==> src/rtl/pim_unit_scheduler_pkg.sv <==
// pim_unit_scheduler_pkg: shared sizes and types for the pim_unit scheduler slice
// Matrix slices are flattened row-major, element i at bits [i*WIDTH +: WIDTH].
package pim_unit_scheduler_pkg;
    localparam int WIDTH             = 16;
    localparam int CHUNK_SIZE        = 2;
    localparam int PIM_UNIT_CAPACITY = 2;
    localparam int PIM_TIMEOUT       = 64;
    typedef enum logic [1:0] {IDLE, ISSUE, WAIT, RESP} sched_state_t;
endpackage

==> src/rtl/pim_unit_scheduler_rr_arbiter.sv <==
// rr_arbiter: combinational round-robin pick of the first request after `last`
// The downward loop lets the nearest requester after `last` overwrite farther ones.
module rr_arbiter #(
    parameter int N = 4
) (
    input  logic [N-1:0]         req,
    input  logic [$clog2(N)-1:0] last,
    output logic [N-1:0]         grant,
    output logic [$clog2(N)-1:0] idx
);
    localparam int IW = $clog2(N);
    always_comb begin
        grant = '0;
        idx   = '0;
        for (int i = N; i >= 1; i--) begin
            if (req[(int'(last) + i) % N]) begin
                grant = N'(1) << ((int'(last) + i) % N);
                idx   = IW'((int'(last) + i) % N);
            end
        end
    end
endmodule

==> src/rtl/pim_unit_scheduler.sv <==
// pim_unit_scheduler: time-shares one pim_unit among NUM_REQ requesters
// Round-robin grant, operand latch, single-cycle issue, watchdog-bounded wait, zero-operand skip.
module pim_unit_scheduler
    import pim_unit_scheduler_pkg::*;
#(
    parameter int NUM_REQ = 4,
    parameter int TIMEOUT = PIM_TIMEOUT
) (
    input  logic                                                   clk,
    input  logic                                                   rst,
    input  logic [NUM_REQ-1:0]                                     req,
    input  logic [NUM_REQ*CHUNK_SIZE*PIM_UNIT_CAPACITY*WIDTH-1:0]  req_a,
    input  logic [NUM_REQ*CHUNK_SIZE*PIM_UNIT_CAPACITY*WIDTH-1:0]  req_b,
    output logic [NUM_REQ-1:0]                                     gnt,
    output logic [NUM_REQ-1:0]                                     rsp_valid,
    output logic [CHUNK_SIZE*CHUNK_SIZE*WIDTH-1:0]                 rsp_result,
    output logic                                                   err_timeout,
    output logic                                                   pim_valid,
    output logic [CHUNK_SIZE*PIM_UNIT_CAPACITY*WIDTH-1:0]          pim_a,
    output logic [CHUNK_SIZE*PIM_UNIT_CAPACITY*WIDTH-1:0]          pim_b,
    input  logic [CHUNK_SIZE*CHUNK_SIZE*WIDTH-1:0]                 pim_result,
    input  logic                                                   pim_result_valid,
    output logic                                                   busy
);
    localparam int A_W = CHUNK_SIZE * PIM_UNIT_CAPACITY * WIDTH;
    localparam int R_W = CHUNK_SIZE * CHUNK_SIZE * WIDTH;
    localparam int IW  = $clog2(NUM_REQ);
    localparam int CW  = $clog2(TIMEOUT);

    sched_state_t     state_q, state_d;
    logic [IW-1:0]    last_q, last_d, w_q, w_d, arb_idx;
    logic [CW-1:0]    cnt_q, cnt_d;
    logic             zero_q, zero_d, err_q, err_d, pim_valid_q, pim_valid_d;
    logic [NUM_REQ-1:0] gnt_q, gnt_d, rsp_valid_q, rsp_valid_d, arb_grant, w_oh;
    logic [R_W-1:0]   rsp_result_q, rsp_result_d;
    logic [A_W-1:0]   pim_a_q, pim_a_d, pim_b_q, pim_b_d;
    logic             win_zero;

    rr_arbiter #(.N(NUM_REQ)) u_arb (
        .req   (req),
        .last  (last_q),
        .grant (arb_grant),
        .idx   (arb_idx)
    );

    assign win_zero = ~|req_a[arb_idx*A_W +: A_W] | ~|req_b[arb_idx*A_W +: A_W];
    assign w_oh     = NUM_REQ'(1) << w_q;

    always_comb begin
        state_d      = state_q;
        last_d       = last_q;
        w_d          = w_q;
        cnt_d        = cnt_q;
        zero_d       = zero_q;
        gnt_d        = '0;
        rsp_valid_d  = '0;
        rsp_result_d = rsp_result_q;
        err_d        = 1'b0;
        pim_valid_d  = 1'b0;
        pim_a_d      = pim_a_q;
        pim_b_d      = pim_b_q;
        case (state_q)
            IDLE: if (|req) begin
                state_d     = ISSUE;
                gnt_d       = arb_grant;
                last_d      = arb_idx;
                w_d         = arb_idx;
                zero_d      = win_zero;
                pim_valid_d = !win_zero;
                pim_a_d     = req_a[arb_idx*A_W +: A_W];
                pim_b_d     = req_b[arb_idx*A_W +: A_W];
            end
            // A zero-skip job passes through ISSUE silently so its response lands one cycle after gnt.
            ISSUE: begin
                cnt_d        = '0;
                state_d      = zero_q ? RESP : WAIT;
                rsp_valid_d  = zero_q ? w_oh : '0;
                rsp_result_d = zero_q ? '0 : rsp_result_q;
            end
            WAIT: if (pim_result_valid) begin
                state_d      = RESP;
                rsp_valid_d  = w_oh;
                rsp_result_d = pim_result;
            end else if (cnt_q == CW'(TIMEOUT - 1)) begin
                state_d      = RESP;
                rsp_valid_d  = w_oh;
                rsp_result_d = '0;
                err_d        = 1'b1;
            end else begin
                cnt_d = cnt_q + 1'b1;
            end
            RESP:    state_d = IDLE;
            default: state_d = IDLE;
        endcase
    end

    always_ff @(posedge clk or negedge rst) begin
        if (!rst) begin
            state_q      <= IDLE;
            last_q       <= IW'(NUM_REQ - 1);
            w_q          <= '0;
            cnt_q        <= '0;
            zero_q       <= 1'b0;
            gnt_q        <= '0;
            rsp_valid_q  <= '0;
            rsp_result_q <= '0;
            err_q        <= 1'b0;
            pim_valid_q  <= 1'b0;
            pim_a_q      <= '0;
            pim_b_q      <= '0;
        end else begin
            state_q      <= state_d;
            last_q       <= last_d;
            w_q          <= w_d;
            cnt_q        <= cnt_d;
            zero_q       <= zero_d;
            gnt_q        <= gnt_d;
            rsp_valid_q  <= rsp_valid_d;
            rsp_result_q <= rsp_result_d;
            err_q        <= err_d;
            pim_valid_q  <= pim_valid_d;
            pim_a_q      <= pim_a_d;
            pim_b_q      <= pim_b_d;
        end
    end

    assign gnt         = gnt_q;
    assign rsp_valid   = rsp_valid_q;
    assign rsp_result  = rsp_result_q;
    assign err_timeout = err_q;
    assign pim_valid   = pim_valid_q;
    assign pim_a       = pim_a_q;
    assign pim_b       = pim_b_q;
    assign busy        = state_q != IDLE;
endmodule
==> config.mk <==
export PLATFORM = sky130hd
export DESIGN_NAME = pim_unit_scheduler
export DESIGN_NICKNAME = d
export VERILOG_FILES = /design/src/rtl/pim_unit_scheduler_pkg.sv /design/src/rtl/pim_unit_scheduler_rr_arbiter.sv /design/src/rtl/pim_unit_scheduler.sv
export SDC_FILE = /design/constraint.sdc
export NUM_CORES = 1
export LEC_CHECK = 0
export ABC_AREA = 1
export CAP_MARGIN = 20
export CELL_PAD_IN_SITES_DETAIL_PLACEMENT = 0
export CELL_PAD_IN_SITES_GLOBAL_PLACEMENT = 1
export CORE_AREA = 2 2 302 304
export DETAILED_ROUTE_END_ITERATION = 10
export DIE_AREA = 0 0 304 306
export PLACE_DENSITY = 0.56
export SYNTH_ARGS = -nofsm -noshare
export SYNTH_HDL_FRONTEND = slang
export SYNTH_HIERARCHICAL = 1
export SYNTH_SLANG_ARGS = --single-unit
export TNS_END_PERCENT = 10
==> constraint.sdc <==
create_clock -name clk -period 3.3 [get_ports clk]
set_input_delay 0.66 -clock clk [delete_from_list [all_inputs] [get_ports clk]]
set_output_delay 0.66 -clock clk [all_outputs]
set_load 0.02 [all_outputs]
==> summary.md <==
| Metric | Value |
|---|---|
| Reg area | `approximately 5400 sq um` |
| Final Slew Violations | `0` |
| Top cell family by delay on the critical path | `simple AND/OR/NAND/NOR gates` |
| Final count of negative-setup-slack endpoints | `2` |
| Post-route ant nets | `0` |
| Max_cap viols | `0` |
| Clock share of power | `0.096` |
| Syn_area_per_cell | `roughly 6.6 sq um` |
| Gate power share | `0.782` |
| DPL Wire Length | `~68 mm` |
| CP most frequent cell | `nand2_1` |
| Root Buffer | `clkbuf_16` |
| First-pass GRT wire length | `around 120 mm` |
| Worst slew margin | `0.556` |
| Post-place setup slack | `-0.657 ns` |
| Max Fclk | `about 0.30 GHz` |
| Worst Path Arrival | `~3.7 ns` |
| Failing checks | `setup timing` |
| Syn-to-layout area delta | `96.3%` |
| Sw power | `19.9 mW` |
| Asr flop ratio synth | `1.00` |
| # IOs | `around 800` |
| Post-synthesis sequential area ratio | `0.412` |
| Vias in the first global route | `17000` |
| Largest net degree at the start of global routing | `67` |
| Leak Pwr | `11.7 nW` |
| R2R depth | `22` |
| Worst Max-Slew Pin Slew | `roughly 0.66 ns` |
| Post-synth top flop | `dfrtp_1` |
| Vias per cell | `about 4` |
| Hold_ws | `between 0.05 and 0.06 ns` |
| CTS tree | `done` |
| CTS Buffer Depth | `3` |
| Critical-path maximum fanout | `8` |
| Post-synthesis instance total | `approximately 2000` |
| H-tree lvl count | `2` |
| Syn Nets | `between 2000 and 3000` |
| Initial Utilization | `0.146` |
| Worst path max stage delay | `0.54 ns` |
| Final Worst Setup Slack | `-0.00266 ns` |
| Startpoint types | `register` |
| Worst vdd rail ir drop | `~0.67 mV` |
| Multi-input gate area | `just over 7000 sq um` |
| Total track usage | `0.178` |
| Ys Warns | `6` |
| Crit path required time | `between 3 and 4 ns` |
| Worst Path Buf+Inv | `6` |
| Area of the mapped netlist | `roughly 13000 sq um` |
| Slowest CP cell | `dfstp_2` |
| Fillers | `slightly below 10000` |
| Final std cells w/o fill | `4081` |
| Internal Pwr Total | `18.7 mW` |
| Final Hold Vio Count | `0` |
| Final Cycle Share | `1.00` |
| Cell Rows | `110` |
| Area after DPL | `23700 sq um` |
| Number of DRC markers in iteration 0 | `~890` |
| Setup crit end kind | `register` |
| Cells after DPL | `3990` |
| Post-Route WL | `slightly below 90 mm` |
| Synth Register Bits | `approximately 220` |
| DRC viols | `0` |
| Initial DRT Pass Iterations | `5` |
| Clk_lat worst skew | `0.54 ns` |
| Core region area | `about 90000 sq um` |
| Clock skew | `around 0.024 ns` |
| Final min period | `between 3 and 4 ns` |
| Sw frac | `0.515` |
| Die area | `a little over 90000 sq um` |
| Status | `finished, violations left` |
| Unique masters post-synth | `28` |
| Commonest non-fill, non-tap cells in the layout | `900 x nand2_1, 784 x clkdlybuf4s50_1, 321 x nand3_1` |
| CP Depth | `22` |
| Remaining Overflow, GRT | `0` |
| Power Density | `around 1500 nW/um^2` |
| RSZ-0062 raised after global routing | `yes` |
| Total number of vias | `around 17000` |
| CP Cell Sequence | `inv_2, ha_4, buf_6, nand3_4, nand2_4, nor2_4, o21ai_4, nand2_8, inv_12, buf_12, buf_16, buf_12, nand2_1, nand3_2, nand2_2, nand4_1, nor2_1, nand2_1, nor2_1, nand2_1, nand2_1, a21oi_2` |
| Die width | `around 300 microns` |
| Seq pwr share | `0.122` |
| Share of cells above drive strength 1 | `0.122` |
| Initial antenna violation count | `14` |
| Post-layout util | `0.287` |
| Final nets | `around 3500` |
| Cts bufs inserted | `34` |
| Die Y | `slightly above 300 microns` |
| Final non-filler cell area | `25700 sq um` |
| Clk pin slew, worst setup/hold paths | `0.06 ns` |
| Port bufs | `a little under 800` |
| Routability Congestion | `roughly 0.85` |
| Routed length per instance | `21.3 microns` |
| Number of synthesized flops with an enable pin | `0` |
| Most common cell after layout, fill and taps aside | `nand2_1` |
| CP Class | `reg2reg` |
| Hold crit path type | `in2async` |
| Clock sink count | `approximately 220` |
[final cells by class]
type | count | area share
Timing Repair Buffer | 986 | 0.401
Multi-Input combinational cell | 1584 | 0.279
Sequential cell | 215 | 0.210
Tap cell | 1176 | 0.0573
Clock buffer | 49 | 0.0381
Inverter | 54 | 0.00906
Clock inverter | 13 | 0.00575
Antenna cell | 4 | 0.000390
[stage by stage]
step,setup TNS (ns),power (mW)
floorplan,0,17.2
global placement,-2.63,32.4
detailed placement,-2.20,32.3
CTS,-0.193,38.2
global route,-0.412,41.9
finish,-0.00269,38.6
[power groups by stage]
stage	Clock [mW]	Sequential [mW]	Combinational, mW
global route	3.97	4.88	33.1
detailed placement	0	4.74	27.6
CTS	3.88	4.73	29.6
finish	3.71	4.71	30.2
floorplan	0	6.10	11.1
global placement	0	4.71	27.7
[cells in the mapped netlist, drive strengths merged (3+ instances only)]
| cell type | number | share of area |
|---|---|---|
| nand4 | 15 | 0.0072 |
| ha | 10 | 0.0096 |
| nor3 | 3 | 0.0011 |
| dfrtp | 213 | 0.41 |
| nor2 | 51 | 0.015 |
| inv | 52 | 0.015 |
| nand2 | 948 | 0.27 |
| buf | 93 | 0.039 |
| o21ai | 201 | 0.077 |
| clkbuf | 46 | 0.013 |
| nand3 | 337 | 0.13 |
| a21oi | 12 | 0.0046 |
[state kept, by name, summed over array words and instances, names as in the netlist]
register     cells
err_timeout      1
rsp_result      64
cnt_q            6
rsp_valid        4
zero_q           1
pim_valid        1
last_q           2
state_q          2
pim_b           64
w_q              2
pim_a           64
gnt              4
[logic make-up (layout without fill, tap and decap cells)]
| group | count (synthesis) | in the layout | share of synthesized area |
|---|---|---|---|
| DFF | 215 | 215 | 0.412 |
| and+or+nand+nor | 1358 | 1359 | 0.428 |
| xor gates and xnor gates | 1 | 1 | 0.000670 |
| other | 0 | 4 | 0 |
| buffers and inverters | 193 | 1102 | 0.0675 |
| AOI/OAI and AO/OA | 214 | 214 | 0.0822 |
| adders and majority gates | 10 | 10 | 0.00957 |
[timing repair]
action | CTS | global route
setup endpoints to repair | 2 | 2
setup buffers | 7 | 6
cloned | 7 | 7
hold buffers | 0 | 0
resized for setup | 57 | 51
pin swaps | 26 | 32
[worst paths after layout]
| kind | from | to | slack, ns |
|---|---|---|---|
| setup / recovery | last_q[0] | pim_valid | -0.003 |
| hold / removal | rst | rsp_result[60] | 0.06 |
| setup reg to reg | last_q[0] | pim_valid | -0.003 |
| hold reg to reg | w_q[1] | rsp_valid[0] | 0.48 |
| max in group asynchronous | rst | last_q[1] | 2.44 |
| min in group clk | w_q[1] | rsp_valid[0] | 0.48 |
[metal layers]
layer  wire length, microns  GRT usage  vias up
li1                       -          -     8230
met1                  34500      0.204     7745
met2                  43700      0.318      618
met3                   6710     0.0557       94
met4                   2130     0.0491        8
met5                     60          0        -
(Power assumes the default switching activity.)
